**src/rtl/serial_feeder.sv**
```systemverilog
// ---------------------------------------------------------------------------
// serial_feeder
//
// Purpose:
//   Upstream stage of the bit-serial sequence detector. It takes parallel
//   words over a valid/ready handshake and emits them one bit per clock on X.
//   The detector samples X on every Clk edge. Between words X idles at 0.
//   By default bits leave MSB first. Defining SERIAL_FEEDER_LSB_FIRST_EN
//   emits LSB first. Timing, Word_Done and the handshake are the same in
//   both orders.
//
// Parameters:
//   WIDTH  bits per input word (2..32)
//   GAP    idle cycles after each word before the next can be accepted (0..15)
//
// Ports:
//   Clk        in   rising-edge clock
//   Clr        in   synchronous active-high reset; wins over accept and shift
//   In_Data    in   parallel word; sampled only on the accept edge
//   In_Valid   in   In_Data is valid
//   In_Ready   out  word can be accepted this cycle (combinational)
//   X          out  serial bit to the detector (register bit)
//   X_Valid    out  X carries a data bit this cycle (registered)
//   Word_Done  out  last bit of a word is on X this cycle (registered)
//   Busy       out  FSM is not idle
// ---------------------------------------------------------------------------
module serial_feeder #(
    parameter int WIDTH = 8,
    parameter int GAP   = 0
) (
    input  logic             Clk,
    input  logic             Clr,
    input  logic [WIDTH-1:0] In_Data,
    input  logic             In_Valid,
    output logic             In_Ready,
    output logic             X,
    output logic             X_Valid,
    output logic             Word_Done,
    output logic             Busy
);

    localparam int               CNT_W    = $clog2(WIDTH);
    localparam logic [CNT_W-1:0] CNT_LOAD = CNT_W'(WIDTH - 1);
    localparam logic [3:0]       GAP_LOAD = (GAP > 0) ? 4'(GAP - 1) : 4'd0;

    typedef enum logic [1:0] {
        S_IDLE,
        S_SHIFT,
        S_GAP
    } state_t;

    state_t           r_state;
    logic [WIDTH-1:0] r_shift;
    logic [CNT_W-1:0] r_cnt;
    logic [3:0]       r_gcnt;
    logic             r_xv;
    logic             r_wd;

    logic             w_last;
    logic             w_accept;

    // The bit on X always sits at the output end of the shift register.
    // Zeros are shifted in behind it, and the register is cleared whenever
    // the FSM leaves SHIFT. That keeps X at 0 outside a word without any
    // output gating.
    function automatic logic [WIDTH-1:0] shift_next(input logic [WIDTH-1:0] s);
`ifdef SERIAL_FEEDER_LSB_FIRST_EN
        return {1'b0, s[WIDTH-1:1]};
`else
        return {s[WIDTH-2:0], 1'b0};
`endif
    endfunction

    function automatic logic out_bit(input logic [WIDTH-1:0] s);
`ifdef SERIAL_FEEDER_LSB_FIRST_EN
        return s[0];
`else
        return s[WIDTH-1];
`endif
    endfunction

    assign w_last = (r_state == S_SHIFT) && (r_cnt == '0);

    // Ready is high in IDLE. With no gap it is also high on the final bit,
    // so the next word can follow the current one without a bubble.
    always_comb begin
        In_Ready = 1'b0;
        if (r_state == S_IDLE) begin
            In_Ready = 1'b1;
        end else if (w_last && (GAP == 0)) begin
            In_Ready = 1'b1;
        end
    end

    assign w_accept = In_Valid && In_Ready;

    always_ff @(posedge Clk) begin
        if (Clr) begin
            r_state <= S_IDLE;
            r_shift <= '0;
            r_cnt   <= '0;
            r_gcnt  <= '0;
            r_xv    <= 1'b0;
            r_wd    <= 1'b0;
        end else begin
            case (r_state)
                S_IDLE: begin
                    if (w_accept) begin
                        r_shift <= In_Data;
                        r_cnt   <= CNT_LOAD;
                        r_xv    <= 1'b1;
                        r_wd    <= 1'b0;
                        r_state <= S_SHIFT;
                    end
                end

                S_SHIFT: begin
                    if (r_cnt != '0) begin
                        r_shift <= shift_next(r_shift);
                        r_cnt   <= r_cnt - 1'b1;
                        // Flag the cycle in which the count reaches zero.
                        r_wd    <= (r_cnt == CNT_W'(1));
                    end else if (GAP > 0) begin
                        r_state <= S_GAP;
                        r_gcnt  <= GAP_LOAD;
                        r_shift <= '0;
                        r_xv    <= 1'b0;
                        r_wd    <= 1'b0;
                    end else if (w_accept) begin
                        // Chained word: the new first bit directly follows
                        // the old last bit.
                        r_shift <= In_Data;
                        r_cnt   <= CNT_LOAD;
                        r_xv    <= 1'b1;
                        r_wd    <= 1'b0;
                    end else begin
                        r_state <= S_IDLE;
                        r_shift <= '0;
                        r_xv    <= 1'b0;
                        r_wd    <= 1'b0;
                    end
                end

                S_GAP: begin
                    // Entered with GAP-1 loaded, so the FSM spends exactly
                    // GAP cycles here.
                    if (r_gcnt == '0) begin
                        r_state <= S_IDLE;
                    end else begin
                        r_gcnt <= r_gcnt - 1'b1;
                    end
                end

                default: begin
                    r_state <= S_IDLE;
                    r_shift <= '0;
                    r_xv    <= 1'b0;
                    r_wd    <= 1'b0;
                end
            endcase
        end
    end

    assign X         = out_bit(r_shift);
    assign X_Valid   = r_xv;
    assign Word_Done = r_wd;
    assign Busy      = (r_state != S_IDLE);

endmodule

```
**config.mk**
```make
export PLATFORM = sky130hd
export DESIGN_NAME = serial_feeder
export DESIGN_NICKNAME = d
export VERILOG_FILES = /design/src/rtl/serial_feeder.sv
export SDC_FILE = /design/constraint.sdc
export NUM_CORES = 1
export LEC_CHECK = 0
export CORE_UTILIZATION = 53
export CTS_CLUSTER_DIAMETER = 30
export DETAILED_ROUTE_END_ITERATION = 6
export DONT_BUFFER_PORTS = 1
export HOLD_SLACK_MARGIN = 0.06
export PLACE_DENSITY = 0.7
export SETUP_SLACK_MARGIN = 0.4
export SYNTH_ARGS = -nofsm -noshare
export SYNTH_HDL_FRONTEND = slang
export SYNTH_SLANG_ARGS = --single-unit
export TNS_END_PERCENT = 100
```
**constraint.sdc**
```tcl
create_clock -name Clk -period 1.27 [get_ports Clk]
set_input_delay 0.127 -clock Clk [delete_from_list [all_inputs] [get_ports Clk]]
set_output_delay 0.127 -clock Clk [all_outputs]
set_load 0.01 [all_outputs]
```
# ---- Word-level counts from Yosys, hierarchy flattened
# Cells that the tools add are included.
dict set report totals {
  reg_bits 19
  out_inout_bits 5
  input_bits 11
}
dict set report classes {
  n_mux 21
  n_eq_ne 7
  n_addsub 2
  n_bitwise 2
  reduce_logical 12
}
# op n
set ops {}
lappend ops {{$mux W8} 3}
lappend ops {{$pmux W8 S3} 1}
lappend ops {{$mux W2} 4}
lappend ops {{$ne A2 B2 Y1 const B} 4}
lappend ops {{$mux W1} 7}
lappend ops {{$mux W3} 2}
lappend ops {{$pmux W1 S3} 2}
lappend ops {{$pmux W2 S3} 1}
lappend ops {{$pmux W3 S2} 1}
lappend ops {{$logic_not A4 Y1} 1}
lappend ops {{$reduce_and A2 Y1} 2}
lappend ops {{$reduce_and A4 Y1} 1}
lappend ops {{$reduce_bool A2 Y1} 2}
lappend ops {{$sub A4 B1 Y4 const B} 1}
lappend ops {{$eq A3 B1 Y1 const B} 1}
lappend ops {{$logic_not A3 Y1} 1}
lappend ops {{$reduce_and A3 Y1} 1}
lappend ops {{$reduce_bool A3 Y1} 1}
lappend ops {{$sub A3 B1 Y3 const B} 1}
lappend ops {{$eq A2 B1 Y1 const B} 1}
lappend ops {{$eq A2 B2 Y1 const B} 1}
lappend ops {{$logic_and A1 B1 Y1} 2}
lappend ops {{$logic_not A2 Y1} 1}
lappend ops {{$not A1 Y1} 2}

# ---- Longest topological paths before layout
dict set report depth {
  ltp_word 8
  mapped_depth 6
}

# ---- Least setup slack after synthesis
# No wires, ideal clock.
dict set report synth_path {
  path_kind {register -> register}
  from {register r_cnt[0]}
  to {register r_shift[5]}
  path_stages_with_launch 7
  arrival_ps 1224
  path_slack_ps -66
  n_path_buf 1
  period_less_slack_ps 1336
  cell_sequence {dfxtp_1 inv_1 ha_1 nand2b_2 nand2_2 buf_6 a2111oi_1}
}
dict set report synth_via {
  elab_chain_len 8
}
# item line_no
set synth_lines {}
lappend synth_lines {{from (decl)} 54} ;# logic [CNT_W-1:0] r_cnt;
lappend synth_lines {{from (signal assigned)} 120} ;# r_cnt <= r_cnt - 1'b1;
lappend synth_lines {{$logic_not A3 Y1 (*)} 82} ;# assign w_last = (r_state == S_SHIFT) && (r_cnt == '0);
lappend synth_lines {{$logic_and A1 B1 Y1 (*)} 82}
lappend synth_lines {{$mux W1 (*)} 90} ;# end else if (w_last && (GAP == 0)) begin
lappend synth_lines {{$mux W1 (*)} 88} ;# if (r_state == S_IDLE) begin
lappend synth_lines {{net In_Ready} 35} ;# output logic In_Ready,
lappend synth_lines {{$logic_and A1 B1 Y1 (*)} 95} ;# assign w_accept = In_Valid && In_Ready;
lappend synth_lines {{$mux W8} 129} ;# end else if (w_accept) begin
lappend synth_lines {{$mux W8} 118} ;# if (r_cnt != '0) begin
lappend synth_lines {{$pmux W8 S3} 106} ;# case (r_state)
lappend synth_lines {{to (signal assigned)} 109} ;# r_shift <= In_Data;
lappend synth_lines {{to (signal assigned)} 119} ;# r_shift <= shift_next(r_shift);
lappend synth_lines {{to (signal assigned)} 132} ;# r_shift <= In_Data;
lappend synth_lines {{to (decl)} 53} ;# logic [WIDTH-1:0] r_shift;
# The timed path passes the listed nets; every way through them passes the cells marked *.
# A chain may end at the register's enable or synchronous reset.

# ---- Final worst setup path
dict set report layout_path {
  from {register r_cnt[0]}
  to {output port In_Ready}
}
dict set report layout_via {
  elab_chain_len 4
}
# item line_no
set layout_lines {}
lappend layout_lines {{$logic_not A3 Y1} 82}
lappend layout_lines {{$logic_and A1 B1 Y1} 82}
lappend layout_lines {{$mux W1} 90}
lappend layout_lines {{$mux W1} 88}
lappend layout_lines {{to (decl)} 35}
# No other way between the ends.

==> reports/results.tsv <==
metric	value	unit
clk buf depth	2	
GR Util met2	46.3	%
area of the multi-input gates	614	µm²
CP required	1.14	ns
max-slew violations	0	
clock slew at the register clock pins of the worst setup and hold paths	0.08	ns
Non-Filler Instances	107	
commonest non-fill, non-tap cells in the layout	dfxtp_1, nor2_1, a21oi_1, nor3_2, buf_4	
data arrival time of the worst path	1.18	ns
Final Cycle Share	103	%
Power Density	1120	mW/mm²
Rel. slew slack	76.2	%
met3 usage	8.09	%
initial core utilization	56.8	%
number of synthesized register bits	14	
Static Leak	0.389	nW
vias	679	
H-tree lvl count	1	
first-pass GRT wire length	3030	µm
Total GRT Usage	30.5	%
share of layout cells above drive strength 1	62.0	%
Synth Instances	79	
Ant. Diodes	0	
area of the core	0.00128	mm²
outcome	finished, violations left	
CTS tree	yes	
skew final	0.00243	ns
Post-DRT Antenna Nets	0	
Synth cell types	29	
final hold slack	-0.105	ns
Clock Sinks	14	
commonest non-fill, non-tap cell in the layout	dfxtp_1	
CTS root buf	clkbuf_4	
IO buf count	0	
Clock Latency Late Sink	0.28	ns
vias in the first global route	647	
post-layout util	86.9	%
1st-iter DRT viols	21	
maxcap violations	0	
crit end category	primary output	
Final setup viols	3	
placed cells	96	
largest cells by area after synthesis	dfxtp_1, a2111oi_2, a21oi_1, nor3_1, ha_1	
GRT met1 Usage	40.7	%
overall power	0.00125	W
Net Count, Synth	93	
Final WS setup	-0.0333	ns
Final nets	108	
initial antenna violation count	0	
unrepaired setup endpoints after global routing	yes	
yosys warns	0	
share of the synthesized area in the top cell type	38.4	%
Routed WL per cell	19.7	µm
Worst Max-Slew Pin Slew	0.356	ns
final worst path period need	1.30	ns
mapped cell area	729	µm²
GRT Max-Usage Layer	met2	
GR Overflow Total	0	
Area Growth Syn to Fin	53.0	%
Setup crit start kind	register	
1st-pass router iterations	4	
num ports	16	
worst hold path type	input port to register	
maximum fanout along the worst path	5	
mean post-synth cell area	9.23	µm²
total CTS buffers	3	
final hold vios	13	
row cnt	13	
maximum VDD drop	0.000897	V
Vias/cell	6.35	
fmax	0.767	GHz
# fillers	50	
crit path kind	register to primary output	
largest net degree at the start of global routing	15	
DRC Markers	0	
Register Area	287	µm²
gp weighted congestion	0.730	
failing checks	hold timing, setup timing	
register area share after synthesis	38.4	%
R2R Setup Slk	-0.01	ns
largest area contributor in the netlist	dfxtp_1	
Die Ht	39.1	µm
post-DP HPWL	1060	µm
die width	39.1	µm
wirelength, routed	2110	µm
Die Area	0.00153	mm²
[where the power goes]
group / total (W) / internal [W] / switching, W
sequential: 0.000528 / 0.000482 / 0.0000457
combinational: 0.000468 / 0.000239 / 0.000229
clock: 0.000252 / 0.000110 / 0.000142
[area by class of cell]
cell class / count / area share [%]
repair buffers: 15 / 14.0
multi-input cells: 56 / 55.0
clock buffers: 3 / 2.02
flip-flops and latches: 14 / 25.7
well taps: 15 / 1.68
inverters: 4 / 1.57
[cell families (layout without fill, tap and decap cells)]
logic type	Yosys count	after routing	share of synthesized area [%]
compound gates	27	27	29.3
fa+ha+maj	3	3	5.15
flops	14	14	38.4
simple gates	25	26	19.0
buf+inv	10	22	8.06
[cells in the mapped netlist, drive strengths merged]
cell,number
and3,1
a211oi,1
nand3,1
o21a,2
nand2,1
or2,1
and2b,1
a21oi,11
nor2,10
and4bb,1
ha,3
nor3,8
o211ai,1
a311oi,1
a21o,1
inv,4
a31o,1
nand2b,1
a31oi,2
buf,5
clkbuf,1
a2111oi,7
dfxtp,14
[critical path: stages, from the launching register on]
cell	delay [ns]
dfxtp_2	0.34
inv_2	0.05
ha_4	0.17
nand2b_4	0.12
nand2_8	0.08
buf_6	0.13
[worst paths after layout]
check | from | endpoint | cells after the start
worst min register to register | r_shift[0] | r_shift[0] | 2
worst min-delay path | Clr | r_state[0] | 1
worst max register to register | r_cnt[0] | r_shift[4] | 6
worst max-delay path | r_cnt[0] | In_Ready | 5
[layer usage]
layer	part of all wire (%)	routed length (µm)
met5	0	0
met4	0.99	21
met3	5.0	105
met2	49	1040
met1	45	947
[state kept, by name, indices dropped and copies added, names as in the netlist]
register	count
Word_Done	1
X_Valid	1
r_cnt	3
r_shift	8
r_state	1
[per-stage QoR]
stage / setup WS [ns] / setup TNS (ns) / hold slack (ns) / instance area (µm²)
floorplan: 0.0918 / 0 / 0.207 / 768
global placement: 0.0248 / 0 / 0.192 / 812
detailed placement: -0.0384 / -0.0384 / 0.194 / 812
CTS: -0.00875 / -0.00875 / -0.101 / 1070
global route: -0.0797 / -0.484 / -0.122 / 1120
finish: -0.0333 / -0.0489 / -0.105 / 1120
[repair_timing]
| action | 4_1_cts | 5_1_grt |
|---|---|---|
| gates cloned | 1 | 0 |
| setup endpoints to repair | 15 | 16 |
| buffers inserted | 7 | 0 |
| gates resized for setup | 26 | 7 |
| endpoints found under the hold margin | 14 | 14 |
| pin swaps | 7 | 4 |
No activity file was read; power rests on OpenSTA's default activity.
==> edit: new RTL, same flow settings <==
The option `SERIAL_FEEDER_LSB_FIRST_EN` is turned on by a define.
--- a/src/rtl/serial_feeder.sv
+++ b/src/rtl/serial_feeder.sv
@@ -24,6 +24,8 @@
 //   Word_Done  out  last bit of a word is on X this cycle (registered)
 //   Busy       out  FSM is not idle
 // ---------------------------------------------------------------------------
+`define SERIAL_FEEDER_LSB_FIRST_EN
+
 module serial_feeder #(
     parameter int WIDTH = 8,
     parameter int GAP   = 0
Check against the original RTL: not equivalent (a bounded check fails within 4 cycles, from zero or initial values).
==> edit against the unedited design <==
The run ends with hold timing left; sequential power decreased by 0.9%; total power fell by 7.3%; wire length down 14%; setup slack better by 0.060 ns; final area fell by 8.5%; sequential cell count unchanged; worst hold slack lost 0.016 ns; synthesized area grew 2.2%; synthesized cell count is the same; critical path depth is 1 lower; first-iteration DRC count decreased by 57%.
==> edit: results (changes against the unedited design) <==
GRT
  • Vias in the first global route: 526 (-19%)
  • All-Layer GR Usage: 0.239 (-0.0655)
  • First-pass GRT wire length: 2370 um (-22%)
  • Initial antenna violation count: 0 (unchanged)

Power
  • Leakage power: 0.338 nW (-13%)
  • Peak supply drop: 0.759 mV (-15%)

Clock tree
  • Clock buffer depth: 2 (unchanged)
  • Clock-pin slew on the worst setup and hold paths: approximately 0.09 ns
  • CTS Root Buffer Type: clkbuf_4
  • H-tree depth: 1 (unchanged)

Final layout
  • Fin nets: 100 (-7.4%)
  • Antenna cell count: 0 (unchanged)
  • Biggest regs: r_shift x8, r_cnt x3
  • Share of post-route cells with drive strength above 1: 0.548 (-0.0719)
  • FILL cells: 81 (+62%)

Yosys
  • Sequential area share after synthesis: 0.376 (-0.00838)
  • Main synth FF type: dfxtp_1
  • Synth cell count leaders: dfxtp_1 (14), a21oi_1 (11), nor2_1 (9)
  • Netlist cell types: 25 (-14%)
  • Post-synth EDFFs: 0 (unchanged)
  • Post-synth ARST share: 0 (unchanged)
  • Syn Nets: 93 (unchanged)
  • Leading post-synthesis cells by cell area: dfxtp_1 (38%), a2111oi_2 (14%), a21oi_1 (7.4%)

Outcome
  • Failing checks: hold timing
  • Status: finished, violations left

Timing
  • Max Slew Vio Count: 0 (unchanged)
  • Clk_skew: 0.00603 ns (+0.00361 ns)
  • Final Hold Viols: 14 (+1)
  • Relative slew slack: 0.811 (+0.0489)
  • Final Hold Slack: -0.121 ns (-0.0164 ns)

Worst setup path
  • Arrival time at the worst endpoint: 1.12 ns (-0.06 ns)
  • Peak fanout along the critical path: 6 (+1)
  • CP top delay family: flip-flops
  • Crit path largest cell delay: 0.34 ns (about the same)

Placed design
  • Final GP Congestion: 0.743 (+1.8%)
  • Post-detail-place hpwl: 1020 um (-4.0%)

Worst hold path
  • Hold/Removal Path Class: in2reg

Route
  • Detailed Route WL: 1820 um (-14%)
  • DRT iter0 DRCs: 9 (-57%)
  • Via count: 619 (-8.8%)
==> edit: cell count changes after synthesis, sizes merged <==
| cell | unedited run | this run |
|---|---|---|
| nand3 | 1 | 0 |
| clkbuf | 1 | 0 |
| nand2 | 1 | 2 |
| buf | 5 | 6 |
==> edit: cell families (layout without fill, tap and decap cells) <==
group	count (synthesis)	after routing	synth area share
adders and majority gates	3	3	0.0503
buffers and inverters	10	13	0.0805
AOI/OAI and AO/OA	27	27	0.314
and+or+nand+nor	25	27	0.180
DFF	14	14	0.376
==> edit: path summary, 6_finish.rpt <==
kind	from	end	slack, ns	depth (start not counted)
worst max-delay path	r_cnt[0]	In_Ready	0.03	4
worst min-delay path	Clr	r_state[0]	-0.12	1
worst max register to register	r_cnt[0]	r_shift[6]	0.04	5
worst min register to register	r_shift[7]	r_shift[7]	0.49	2
==> edit: routing by layer <==
metal,GRT usage,vias up,part of all wire
met4,0.103,0,0.017
li1,-,305,-
met5,0,-,0
met3,0.0511,5,0.044
met2,0.352,17,0.48
met1,0.329,292,0.46
==> edit: worst register-to-register path, cell delays in order, from the launching register on <==
cell	delay, ns
dfxtp_2	0.34
inv_2	0.05
ha_4	0.17
nand2b_4	0.16
nand2_8	0.11
a2111oi_4	0.30
==> edit: per-stage QoR <==
| stage | TNS [ns] | worst slack (ns) | cell area [um^2] | utilization | cells |
|---|---|---|---|---|---|
| finish | 0 | 0.0267 | 1020 | 0.785 | 99 |
| detailed placement | -0.0146 | -0.0146 | 785 | 0.603 | 92 |
| global route | -0.0104 | -0.00548 | 1020 | 0.785 | 99 |
| global placement | 0 | 0.0266 | 785 | 0.603 | 92 |
| CTS | 0 | 0.0506 | 930 | 0.714 | 99 |
| floorplan | 0 | 0.0916 | 787 | - | 79 |
==> edit: final cells by class <==
class	instances	area [um^2]	area share
Timing Repair Buffer	6	56.3	0.0551
Sequential cell	14	287	0.281
Multi-Input combinational cell	57	622	0.609
Clock buffer	3	22.5	0.0221
Inverter	4	15.0	0.0147
Tap cell	15	18.8	0.0184
==> edit: timing repair <==
item / in CTS / in global routing
setup buffers: 2 / 0
gates resized for setup: 17 / 13
cloned: 2 / 0
hold endpoints to repair: 14 / 14
pin swaps: 4 / 3
endpoints found under the setup margin: 15 / 15
==> edit: power breakdown <==
group          switching, mW  internal [mW]
clock network          0.148          0.110
registers             0.0413          0.482
logic                  0.202          0.173
total                  0.391          0.765
